File: src/rtl/nes_bus_pkg.sv
// Shared NES CPU/PPU bus constants and the OAM DMA state encoding.
// Imported by oam_dma_ctrl.
package nes_bus_pkg;

    // PPU register selects ($2000..$2007)
    localparam logic [2:0] PPU_CTRL    = 3'd0;
    localparam logic [2:0] PPU_MASK    = 3'd1;
    localparam logic [2:0] PPU_STATUS  = 3'd2;
    localparam logic [2:0] PPU_OAMADDR = 3'd3;
    localparam logic [2:0] PPU_OAMDATA = 3'd4;
    localparam logic [2:0] PPU_SCROLL  = 3'd5;
    localparam logic [2:0] PPU_ADDR    = 3'd6;
    localparam logic [2:0] PPU_DATA    = 3'd7;

    // CPU register that starts a sprite DMA
    localparam logic [15:0] OAM_DMA_ADDR = 16'h4014;

    typedef enum logic [2:0] {
        DMA_IDLE  = 3'd0,
        DMA_HALT  = 3'd1,
        DMA_ALIGN = 3'd2,
        DMA_READ  = 3'd3,
        DMA_WRITE = 3'd4
    } dma_state_t;

endpackage

File: src/rtl/oam_dma_ctrl.sv
// OAM DMA engine: on a $4014 write, halt the CPU and copy one page
// into PPU OAMDATA. Define OAM_DMA_ALIGN_EN to insert the odd-cycle ALIGN.
module oam_dma_ctrl
    import nes_bus_pkg::*;
#(
    parameter logic [15:0] DMA_REG_ADDR = OAM_DMA_ADDR,
    parameter logic [2:0]  OAM_DATA_SEL = PPU_OAMDATA,
    parameter int          XFER_LEN     = 256
) (
    input  logic        clk,
    input  logic        rst_in,
    input  logic        cpu_ce_in,
    input  logic        reg_wr_in,
    input  logic [15:0] reg_addr_in,
    input  logic [7:0]  reg_d_in,
    output logic        cpu_halt_out,
    output logic        mem_rd_out,
    output logic [15:0] mem_addr_out,
    input  logic [7:0]  mem_d_in,
    output logic [2:0]  ppu_sel_out,
    output logic        ppu_ncs_out,
    output logic        ppu_r_nw_out,
    output logic [7:0]  ppu_d_out,
    output logic        busy_out,
    output logic        done_out
);

    localparam logic [7:0] LAST_IDX = 8'(XFER_LEN - 1);

    dma_state_t state_q, state_d;
    logic [7:0] page_q,  page_d;
    logic [7:0] index_q, index_d;
    logic [7:0] data_q,  data_d;
    logic       parity_q, parity_d;
    logic       done_q,  done_d;
    logic       trig;
    logic       in_read;
    logic       in_write;

    assign trig = reg_wr_in && (reg_addr_in == DMA_REG_ADDR);

`ifndef OAM_DMA_ALIGN_EN
    // Parity is kept for timing visibility even when ALIGN is absent.
    logic unused_parity;
    assign unused_parity = parity_q;
`endif

    // State, counters and captured byte; async reset aborts any transfer.
    always_ff @(posedge clk or posedge rst_in) begin
        if (rst_in) begin
            state_q  <= DMA_IDLE;
            page_q   <= 8'h00;
            index_q  <= 8'h00;
            data_q   <= 8'h00;
            parity_q <= 1'b0;
            done_q   <= 1'b0;
        end else begin
            state_q  <= state_d;
            page_q   <= page_d;
            index_q  <= index_d;
            data_q   <= data_d;
            parity_q <= parity_d;
            done_q   <= done_d;
        end
    end

    // Next-state: only IDLE reacts mid-cycle; all others step on cpu_ce_in.
    always_comb begin
        state_d  = state_q;
        page_d   = page_q;
        index_d  = index_q;
        data_d   = data_q;
        done_d   = 1'b0;
        parity_d = parity_q ^ cpu_ce_in;
        unique case (state_q)
            DMA_IDLE: begin
                if (trig) begin
                    page_d  = reg_d_in;
                    index_d = 8'h00;
                    state_d = DMA_HALT;
                end
            end
            DMA_HALT: begin
                if (cpu_ce_in) begin
`ifdef OAM_DMA_ALIGN_EN
                    state_d = parity_q ? DMA_ALIGN : DMA_READ;
`else
                    state_d = DMA_READ;
`endif
                end
            end
            DMA_ALIGN: begin
                if (cpu_ce_in) begin
                    state_d = DMA_READ;
                end
            end
            DMA_READ: begin
                if (cpu_ce_in) begin
                    data_d  = mem_d_in;
                    state_d = DMA_WRITE;
                end
            end
            DMA_WRITE: begin
                if (cpu_ce_in) begin
                    index_d = index_q + 8'd1;
                    if (index_q == LAST_IDX) begin
                        state_d = DMA_IDLE;
                        done_d  = 1'b1;
                    end else begin
                        state_d = DMA_READ;
                    end
                end
            end
            default: state_d = DMA_IDLE;
        endcase
    end

    assign in_read  = (state_q == DMA_READ);
    assign in_write = (state_q == DMA_WRITE);

    assign busy_out     = (state_q != DMA_IDLE);
    assign cpu_halt_out = busy_out;
    assign mem_rd_out   = in_read;
    assign mem_addr_out = in_read ? {page_q, index_q} : 16'h0000;
    assign ppu_ncs_out  = ~in_write;
    assign ppu_r_nw_out = ~in_write;
    assign ppu_sel_out  = in_write ? OAM_DATA_SEL : 3'd0;
    assign ppu_d_out    = data_q;
    assign done_out     = done_q;

endmodule

File: config.mk
export PLATFORM = sky130hd
export DESIGN_NAME = oam_dma_ctrl
export DESIGN_NICKNAME = d
export VERILOG_FILES = /design/src/rtl/nes_bus_pkg.sv /design/src/rtl/oam_dma_ctrl.sv
export SDC_FILE = /design/constraint.sdc
export NUM_CORES = 1
export LEC_CHECK = 0
export ABC_AREA = 1
export BUFFER_PORTS_ARGS = -buffer_cell sky130_fd_sc_hd__clkbuf_2
export CORE_MARGIN = 4
export CORE_UTILIZATION = 50
export CTS_BUF_LIST = sky130_fd_sc_hd__clkbuf_8
export CTS_CLUSTER_SIZE = 12
export DETAILED_ROUTE_END_ITERATION = 8
export PLACE_DENSITY = 0.84
export SLEW_MARGIN = 0
export SYNTH_ARGS = -nofsm -noshare
export SYNTH_HDL_FRONTEND = slang
export SYNTH_SLANG_ARGS = --single-unit
File: constraint.sdc
create_clock -name clk -period 3.65 [get_ports clk]
set_clock_uncertainty 0.1 [all_clocks]
set_input_delay 0.1825 -clock clk [delete_from_list [all_inputs] [get_ports clk]]
set_output_delay 0.1825 -clock clk [all_outputs]
set_load 0.03 [all_outputs]
After elaboration in Yosys (flattened, before gate mapping). Cells that the tools add are included.

Shift-type cells: 0. $lt $le $gt $ge: 0. Multipliers: 0. Equal/unequal tests: 10. Div/mod/pow operators: 0. Reduce and logical (&&, ||, !) cells: 9. Multiplexer cells: 14. Bitwise logic cells: 1. Add/subtract/negate cells: 1.

Operators with widths (number): 16-bit by 15-bit == test with 1-bit output, second input constant (1); 16-bit two-way mux (1); 8-bit two-way mux (2); 8-bit case mux with 2 select lines (1); 3-bit two-way mux (5); 3-bit case mux with 4 select lines (1); 8-bit by 1-bit adder with 8-bit output, second input constant (1); 8-bit == test, second input constant (1); 3-bit by 2-bit == test with 1-bit output, second input constant (2); 2-bit != test, second input constant (3); 2-bit AND reduction (2); 4-bit AND reduction (1); 3-bit by 1-bit == test with 1-bit output, second input constant (1); 3-bit == test, second input constant (1); 3-bit logical NOT (1); 1-bit two-way mux (3); 3-bit AND reduction (1); 3-bit nonzero test (1); 2-bit two-way mux (1); 2-bit by 1-bit != test with 1-bit output, second input constant (1); 2-bit nonzero test (1); 2-bit OR reduction (1); 1-bit logical AND (1); 1-bit NOT (1).

Output and inout bits: 33. Logic and storage cells: 40. Register bits after elaboration: 28. Bits in latches: 0. Bits of input ports: 36. Bits in writable memories: 0. Bits in read-only memories: 0. Memories: 0.

Logic depth before layout (Yosys ltp). Gate-level depths: netlist (run 1).

Depth after elaboration: 4. Mapped depth: 9. Mapped depth without buffers: 9.

Worst setup path after synthesis (run 1). OpenSTA, ideal clock, no wires.

Path kind: reg2out. From: register state_q[1]. To: output mem_addr_out[10]. Data required time: 3.367 ns. Slack: 1.775 ns. Cell stages (with the launch flop): 6. Buffers on the path: 1. Data arrival time: 1.593 ns. Cells stage by stage: dfrtp_1 -> nand2_1 -> nor2_2 -> inv_1 -> buf_2 -> nor2_1.

Cells in the longest elaborated chain, start to end: 2.

RTL lines: start, declared (line oam_dma_ctrl.sv:30) `dma_state_t state_q, state_d;`; start signal, assigned (line oam_dma_ctrl.sv:58) `state_q <= state_d;`; 3-bit by 2-bit == test with 1-bit output (line oam_dma_ctrl.sv:118) `assign in_read = (state_q == DMA_READ);`; via mem_rd_out (line oam_dma_ctrl.sv:17) `output logic mem_rd_out,`; 16-bit two-way mux (line oam_dma_ctrl.sv:124) `assign mem_addr_out = in_read ? {page_q, index_q} : 16'h0000;`; end, declared (line oam_dma_ctrl.sv:18) `output logic [15:0] mem_addr_out,`.

The timed path passes the listed nets, and every way through them passes these cells.

Worst setup path after layout (run 1).
From: register state_q[1]. To: output mem_addr_out[15].

Cells in the longest elaborated chain, start to end: 2.

RTL lines (line): 3-bit by 2-bit == test with 1-bit output (oam_dma_ctrl.sv:118); 16-bit two-way mux (oam_dma_ctrl.sv:124).

No other way between the ends.

==> results of run 1 <==
## worst max-delay path: stages, from the launching register on
cell and delay, ps:
dfrtp_1 420, nand2_1 110, nor2_2 150, inv_1 250, nor2_1 170, clkbuf_2 220
## flip-flops by register name, summed over array words and instances (netlist names)
register   count
state_q        3
page_q         8
index_q        8
ppu_d_out      8
done_out       1
## metrics by stage
step                hold WS [ps]  util, %
CTS                         20.5     64.8
floorplan                    148        -
detailed placement           317     62.5
global route                28.4     64.8
global placement             313     62.5
finish                      19.1     64.8
## cell usage in the layout (no fill, tap or decap), types with 3 or more instances in the layout
cell,synthesis,layout
o21ai_2,8,8
nor2_1,32,32
clkbuf_2,0,66
clkbuf_8,0,3
inv_1,29,29
nand2_1,48,48
nand3_1,15,15
o21ai_0,3,3
mux2_2,8,8
dfrtp_1,28,28
## per-layer routing
metal | up-vias | routed length (um)
li1 | 730 | -
met1 | 605 | 1420
met2 | 48 | 1660
met3 | 5 | 241
met4 | 0 | 37
met5 | - | 0
## cells by family (layout without fill, tap and decap cells)
group                    count (synthesis)  after routing  share of synthesized area (%)
AND/OR/NAND/NOR                        109            109                           31.1
adder cells (fa/ha/maj)                  1              1                          0.786
buffers and inverters                   41            101                           11.9
other                                    1              2                          0.236
multiplexers                             8              8                           5.66
XOR/XNOR                                 1              1                          0.550
AO/OA/AOI/OAI                           12             12                           5.66
flip-flops                              28             28                           44.0
## cell type report
class                      instances  area, um2  area share [%]
multi-input combinational        133        704            35.6
clock buffer                       3       41.3            2.09
clock inverter                     1       30.0            1.52
timing repair buffer              66        330            16.7
tap                               44       55.1            2.78
inverter                          31        116            5.88
sequential                        28        701            35.4
## worst paths after layout
| check | cells past startpoint | end |
|---|---|---|
| max in group asynchronous | 2 | state_q[2] |
| hold reg to reg | 2 | page_q[1] |
| setup / recovery | 5 | mem_addr_out[15] |
| min in group clk | 3 | page_q[3] |
| hold / removal | 2 | ppu_d_out[7] |
| setup reg to reg | 7 | index_q[2] |
## power by group through the flow
stage	Combinational, mW	Sequential, mW	Clock, mW
after floorplan	0.290	0.524	0
final	0.497	0.435	0.242
after detailed placement	0.498	0.440	0
after global placement	0.492	0.434	0
after global routing	0.546	0.445	0.256
after CTS	0.504	0.435	0.246
==> results.py, run 1 <==
metrics = {
    "outcome": {
        "status": "finished clean",
    },
    "synth": {
        "syn_inst": 201,
        "synth_commonest_cells": "48 x nand2_1, 32 x nor2_1, 29 x inv_1",
        "synth.avg_cell_area_um2": 7.92,
        "synth-seq-cells": 28,
        "syn_area_mm2": 0.00159,
        "synth_top_area_cell": "dfrtp_1",
        "synthTopCellsByArea": "dfrtp_1 44%, nand2_1 11%, nor2_1 7.5%",
        "async_flop_share_pct": 100,
        "synth_cell_types": 28,
        "synth_edf_count": 0,
        "yosys_warnings": 0,
        "yosysTopAreaCellShare_pct": 44.0,
        "synthFlopType": "dfrtp_1",
        "yosys.cell_count.top_type": "nand2_1",
        "ys_seq_area_share_pct": 44.0,
    },
    "clocking": {
        "cts_buffers": 3,
        "cts_tree": "yes",
        "cts-root-buf": "clkbuf_8",
        "clkLatencyLatePin_ps": 280,
        "clock_sinks": 28,
        "cts_hold_buf": 0,
        "htree_levels": 1,
        "postCtsSetupBuffers": 0,
        "cts.repair.resized": 0,
        "clk_pin_slew_ps": 90,
        "clockBufferDepth": 2,
    },
    "critical_path": {
        "r2r_slack_ps": 1970,
        "startpoint_type": "flip-flop",
        "cp-startpoint": "state_q[1]",
        "crit_arrival_ps": 1590,
        "r2r_start": "state_q[0]",
        "required_ps": 3370,
        "endpoint_kind": "output port",
        "crit_fanout": 16,
        "path_class": "reg -> out",
    },
    "sta": {
        "finalCriticalPeriod_ps": 1880,
        "max_freq_ghz": 0.533,
        "hold_viol_final": 0,
        "final_max_slew_viol_count": 0,
        "max-slew-margin-rel_pct": 31.6,
        "setup_violations": 0,
        "worst_slack_ps": 1770,
        "rsz0062_at_grt": "no",
        "tightest_slew_ps": 1030,
        "setup_tns_ps": 0,
        "layout_worst_path_cycle_share_pct": 51.4,
    },
    "die": {
        "dieArea_mm2": 0.00415,
        "fp.dieW_um": 64.4,
        "core.rowCount": 20,
        "fp.dieH_um": 64.4,
        "io_pins": 69,
        "start_util_pct": 52.1,
        "core_area_mm2": 0.00305,
    },
    "grt": {
        "grtUsageMet2_pct": 30.3,
        "use_met3_pct": 3.29,
        "use_met1_pct": 22.3,
        "first_global_vias": 1322,
        "grt-ovfl-total": 0,
        "antenna_found_initial": 0,
        "grt_use_total_pct": 17.6,
        "grt_max_degree": 29,
        "grt_busiest_layer": "met2",
        "grt_pass1_wl_um": 5750,
    },
    "routing": {
        "drt_pre_antenna_iters": 4,
        "drt_wl_total_um": 3360,
        "ant_nets": 0,
        "drtIter0Drc": 74,
        "vias_per_cell": 4.54,
        "vias": 1388,
        "drc": 0,
        "wire_per_inst_um": 11.0,
    },
    "place": {
        "placed_area_mm2": 0.00191,
        "place_congestion": 0.757,
        "port_buffers": 66,
        "dpl.hpwl_um": 2620,
        "post-place-ws_ps": 1980,
        "dp_cells": 302,
    },
    "power": {
        "ir_drop_mv": 0.357,
        "finalPower_mw": 1.17,
        "p_switching_mw": 0.485,
        "p_seq_share_pct": 37.0,
        "p_leak_nw": 1.06,
        "p_per_area_mw_per_mm2": 594,
        "p_int_mw": 0.689,
        "swShare_pct": 41.3,
        "clkPwrFrac_pct": 20.6,
        "pwr-share-comb_pct": 42.3,
    },
    "min_path": {
        "hold_path.class": "in -> async",
    },
    "cells_and_area": {
        "instances_no_fill": 306,
        "final_nets": 300,
        "diodes": 0,
        "drive_gt1_share_pct": 36.3,
        "syn2layout_area_growth_pct": 24.3,
        "design_area_mm2": 0.00198,
        "fillCellCount": 283,
    },
    "flow_run": {
        "drv_cap": 0,
    },
}
(Power assumes the default switching activity.)
==> run 2: changes to the inputs <==
ABC_AREA = 0   (was 1)
CORE_UTILIZATION = 43   (was 50)
PLACE_DENSITY = 0.78   (was 0.84)
clock period = 1.6 ns   (was 3.65 ns; I/O delays follow)
==> results.py, run 2 <==
metrics = {
    "routing": {
        "drt_wl_total_um": 4510,
        "drc": 0,
        "drt_pre_antenna_iters": 4,
        "wire_per_inst_um": 15.8,
        "vias": 1441,
        "vias_per_cell": 5.04,
        "drtIter0Drc": 123,
        "ant_nets": 0,
    },
    "cells_and_area": {
        "drive_gt1_share_pct": 56.7,
        "final_cell_mix": "48 x clkbuf_2, 28 x dfrtp_1, 19 x clkbuf_8, 18 x dlygate4sd3_1, 17 x buf_4",
        "final_common_cell": "clkbuf_2",
        "multiInputGateArea_um2": 790,
        "final_nets": 279,
        "instances_no_fill": 286,
        "diodes": 0,
        "seq_area_um2": 701,
        "syn2layout_area_growth_pct": 66.7,
        "fillCellCount": 235,
    },
    "grt": {
        "grt_use_total_pct": 21.2,
        "grt-ovfl-total": 0,
        "grt_pass1_wl_um": 7130,
        "antenna_found_initial": 0,
        "grt_max_degree": 29,
        "first_global_vias": 1541,
    },
    "critical_path": {
        "crit_family": "buffers and inverters",
        "max_stage_delay_ps": 420,
        "slowest_stage": "dfrtp_1",
        "path_class": "reg -> out",
        "crit_fanout": 5,
        "required_ps": 1420,
        "path_cells": "buf_4, nor2_4, buf_6, and2_4, clkbuf_8",
        "crit_arrival_ps": 1510,
        "cp_num_buf_inv": 3,
        "endpoint_kind": "output port",
        "startpoint_type": "flip-flop",
    },
    "synth": {
        "synth.avg_cell_area_um2": 10.7,
        "synthTopCellsByArea": "dfrtp_1 47%, mux2_2 8.4%, and2_1 6.8%",
        "syn_inst": 138,
        "yosysTopAreaCellShare_pct": 47.5,
        "synth_commonest_cells": "28 x dfrtp_1, 17 x nand2_1, 16 x and2_1",
        "async_flop_share_pct": 100,
        "yosys_warnings": 0,
        "yosys.cell_count.top_type": "dfrtp_1",
        "syn_area_mm2": 0.00148,
        "ys_seq_area_share_pct": 47.5,
        "synth_top_area_cell": "dfrtp_1",
        "synth_edf_count": 0,
        "synth-seq-cells": 28,
        "synthFlopType": "dfrtp_1",
        "synth_cell_types": 37,
    },
    "sta": {
        "max_freq_ghz": 0.592,
        "final_max_slew_viol_count": 0,
        "worst_slack_ps": -87.8,
        "finalCriticalPeriod_ps": 1690,
        "rsz0062_at_grt": "yes",
        "hold_viol_final": 0,
        "setup_violations": 26,
        "setup_tns_ps": -1500,
        "whs_ps": 115,
        "layout_worst_path_cycle_share_pct": 105,
    },
    "clocking": {
        "clock_sinks": 28,
        "clk_pin_slew_ps": 90,
        "cts_buffers": 3,
        "cts_tree": "yes",
        "clockBufferDepth": 2,
        "htree_levels": 1,
        "cts-root-buf": "clkbuf_8",
        "clkLatencyLatePin_ps": 270,
    },
    "min_path": {
        "hold_path.class": "in -> reg",
    },
    "outcome": {
        "status": "finished with violations",
        "failed_checks": "negative setup slack",
    },
    "place": {
        "post-place-ws_ps": -15.3,
        "dpl.hpwl_um": 2620,
        "dp_cells": 256,
        "place_congestion": 0.775,
        "port_buffers": 66,
    },
    "power": {
        "p_per_area_mw_per_mm2": 1220,
        "p_leak_nw": 1.20,
        "ir_drop_mv": 1.30,
        "finalPower_mw": 3.00,
    },
    "die": {
        "fp.dieH_um": 66.6,
        "io_pins": 69,
        "fp.dieW_um": 66.6,
        "core.rowCount": 21,
        "dieArea_mm2": 0.00443,
        "start_util_pct": 44.2,
        "core_area_mm2": 0.00334,
    },
    "flow_run": {
        "drv_cap": 0,
    },
}
## run 2: kinds of logic after synthesis
group / share of synthesized area, %
AO/OA/AOI/OAI: 6.78
XOR/XNOR: 1.78
adder cells (fa/ha/maj): 0.847
buffers and inverters: 5.25
flip-flops: 47.5
multiplexers: 14.2
other: 0.254
AND/OR/NAND/NOR: 23.5
## run 2: routing by layer
metal | vias up | part of all wire (%) | GRT usage [%]
li1 | 675 | - | -
met1 | 701 | 37 | 24.1
met2 | 58 | 56 | 40.6
met3 | 7 | 5.8 | 3.71
met4 | 0 | 1.1 | 4.82
met5 | - | 0 | 0
## run 2: through the flow
| step | instance area, um2 | utilization (%) |
|---|---|---|
| global placement | 1920 | 57.6 |
| detailed placement | 1920 | 57.6 |
| finish | 2460 | 73.8 |
| CTS | 2420 | 72.6 |
| floorplan | 1480 | - |
| global route | 2460 | 73.8 |
## run 2: path summary, 6_finish.rpt
| kind | cells past startpoint | start | slack (ps) | endpoint |
|---|---|---|---|---|
| worst min register to register | 1 | page_q[5] | 420 | page_q[5] |
| worst min-delay path | 5 | reg_addr_in[8] | 120 | index_q[4] |
| max in group asynchronous | 4 | rst_in | 840 | ppu_d_out[3] |
| worst max register to register | 5 | state_q[2] | -40 | page_q[7] |
| min in group asynchronous | 4 | rst_in | 290 | ppu_d_out[4] |
| worst max-delay path | 5 | state_q[2] | -90 | mem_addr_out[6] |
## run 2: repair_timing
item | in CTS | in global routing
buffers inserted | 5 | 2
setup endpoints to repair | 22 | 45
endpoints found under the hold margin | 45 | 0
hold buffers | 18 | 0
resized for setup | 63 | 6
pin swaps | 16 | 1
cloned | 2 | 0
## run 2: power breakdown
group	switching [mW]	leakage [nW]	internal (mW)
sequential	0.144	0.365	0.892
combinational	0.887	0.815	0.700
clock	0.213	0.0216	0.169
total	1.24	1.20	1.76
## run 2: worst reg2reg max path, delay by kind of cell, from the launching register on
kind,cells,cell delay [ps]
buf+inv,1,150
flops,1,420
mux,1,300
simple gates,3,550
## run 2: layout make-up
class	count	share of cell area, %
sequential	28	28.5
clock buffer	3	1.68
timing repair buffer	107	34.8
tap	46	2.34
multi-input combinational	98	32.1
inverter	4	0.610
==> run 3: changes to the inputs <==
CORE_UTILIZATION = 30   (was 43)
PLACE_DENSITY = default   (was 0.78)
==> results.py, run 3 (synthesis gave the netlist of run 2 again) <==
metrics = {
    "cells_and_area": {
        "postLayoutCoreUtil_pct": 52.3,
        "syn2layout_area_growth_pct": 68.5,
        "diodes": 0,
        "drive_gt1_share_pct": 54.4,
        "final_cell_mix": "47 x clkbuf_2, 28 x dfrtp_1, 18 x dlygate4sd3_1, 16 x nand2_1, 14 x buf_4",
        "final_nets": 275,
        "final_common_cell": "clkbuf_2",
    },
    "place": {
        "dpl.hpwl_um": 2740,
        "place_congestion": 0.782,
        "port_buffers": 66,
    },
    "clocking": {
        "htree_levels": 1,
        "cts-root-buf": "clkbuf_8",
        "cts_buffers": 3,
        "clock_sinks": 28,
        "cts_tree": "yes",
        "clkLatencyLatePin_ps": 270,
        "clk_pin_slew_ps": 90,
        "clockBufferDepth": 2,
    },
    "critical_path": {
        "path_class": "reg -> reg",
        "max_stage_delay_ps": 410,
        "slowest_stage": "dfrtp_1",
        "cp_num_buf_inv": 1,
        "cp-startpoint": "state_q[0]",
        "crit_family": "simple AND/OR/NAND/NOR gates",
        "crit_arrival_ps": 1680,
        "r2r_start": "state_q[0]",
        "path_cells": "nor3_2, nand4_2, nor2_4, buf_6, mux2_4",
        "crit_fanout": 4,
        "endpoint_kind": "flip-flop",
        "startpoint_type": "flip-flop",
        "required_ps": 1670,
    },
    "routing": {
        "drc": 0,
        "vias": 1384,
        "ant_nets": 0,
        "drt_wl_total_um": 3980,
        "drt_pre_antenna_iters": 4,
        "wire_per_inst_um": 13.1,
        "drtIter0Drc": 79,
        "vias_per_cell": 4.55,
    },
    "sta": {
        "layout_worst_path_cycle_share_pct": 101,
        "whs_ps": 138,
        "max_freq_ghz": 0.619,
        "setup_tns_ps": -28.6,
        "hold_viol_final": 0,
        "setup_violations": 6,
        "rsz0062_at_grt": "yes",
        "finalCriticalPeriod_ps": 1620,
        "worst_slack_ps": -16.1,
        "final_max_slew_viol_count": 0,
    },
    "outcome": {
        "failed_checks": "negative setup slack",
        "status": "finished with violations",
    },
    "grt": {
        "grt_max_degree": 29,
        "grt-ovfl-total": 0,
        "antenna_found_initial": 0,
        "grt_pass1_wl_um": 6690,
        "grt_use_total_pct": 13.3,
        "first_global_vias": 1442,
    },
    "power": {
        "ir_drop_mv": 1.26,
        "p_per_area_mw_per_mm2": 1180,
        "p_leak_nw": 1.18,
    },
    "die": {
        "start_util_pct": 31.1,
        "fp.dieH_um": 78.2,
        "dieArea_mm2": 0.00611,
        "fp.dieW_um": 78.2,
        "core_area_mm2": 0.00475,
        "io_pins": 69,
        "core.rowCount": 25,
    },
    "flow_run": {
        "drv_cap": 0,
    },
    "min_path": {
        "hold_path.class": "in -> reg",
        "min-delay-start": "reg_addr_in[8]",
    },
}
## run 3: changes by cell type in the layout (fill, tap and decap cells not counted), moves of 3 or more
cell,before,now
buf_8,0,10
and2_1,0,5
buf_4,17,14
and2_4,16,11
clkbuf_8,19,10
## run 3: worst min-delay path: cells and delay by family
family,cells,cell delay (ps)
simple gates,3,160
compound gates,1,140
buf+inv,1,90
## run 3: cell type report
class                   instances  area [um2]
well taps                      67        83.8
repair buffers                103         855
inverters                       4        15.0
fillers                       443        2270
flip-flops and latches         28         701
multi-input cells              98         778
clock buffers                   4        55.1
## run 3: where the power goes
| group | internal, mW | switching [mW] |
|---|---|---|
| clock | 0.220 | 0.213 |
| combinational | 0.653 | 0.824 |
| sequential | 0.892 | 0.125 |
| total | 1.76 | 1.16 |
## run 3: routing by layer
metal	wire length, um	part of all wire [%]	track usage (%)
met5	0	0	0
met4	37	0.93	2.62
met3	222	5.6	3.90
met2	2160	54	23.8
met1	1570	39	15.8
## run 3: final timing paths
| kind | endpoint | cells past startpoint | slack, ps |
|---|---|---|---|
| min | index_q[3] | 5 | 140 |
| min reg2reg | ppu_d_out[4] | 1 | 410 |
| max | page_q[0] | 5 | -20 |
| max in group asynchronous | page_q[2] | 4 | 840 |
| max reg2reg | page_q[0] | 5 | -20 |
| min in group asynchronous | ppu_d_out[6] | 4 | 300 |
## run 3: what timing repair did
item | CTS | global route
buffers inserted | 2 | 1
pin swaps | 0 | 6
setup endpoints to repair | 23 | 33
resized for setup | 44 | 33
hold endpoints to repair | 45 | 0
hold buffers | 18 | 0
## run 3: per-stage QoR
step                      total power [mW]  cells  worst slack [ps]  instance area (um2)
after CTS                             2.89    303             -19.8                 2400
after floorplan                       1.85    139             -33.5                 1480
after detailed placement              2.30    279             -23.8                 1980
after global routing                  3.11    304             -85.4                 2490
after global placement                2.29    279             -3.86                 1980
final                                 2.93    304             -16.1                 2490
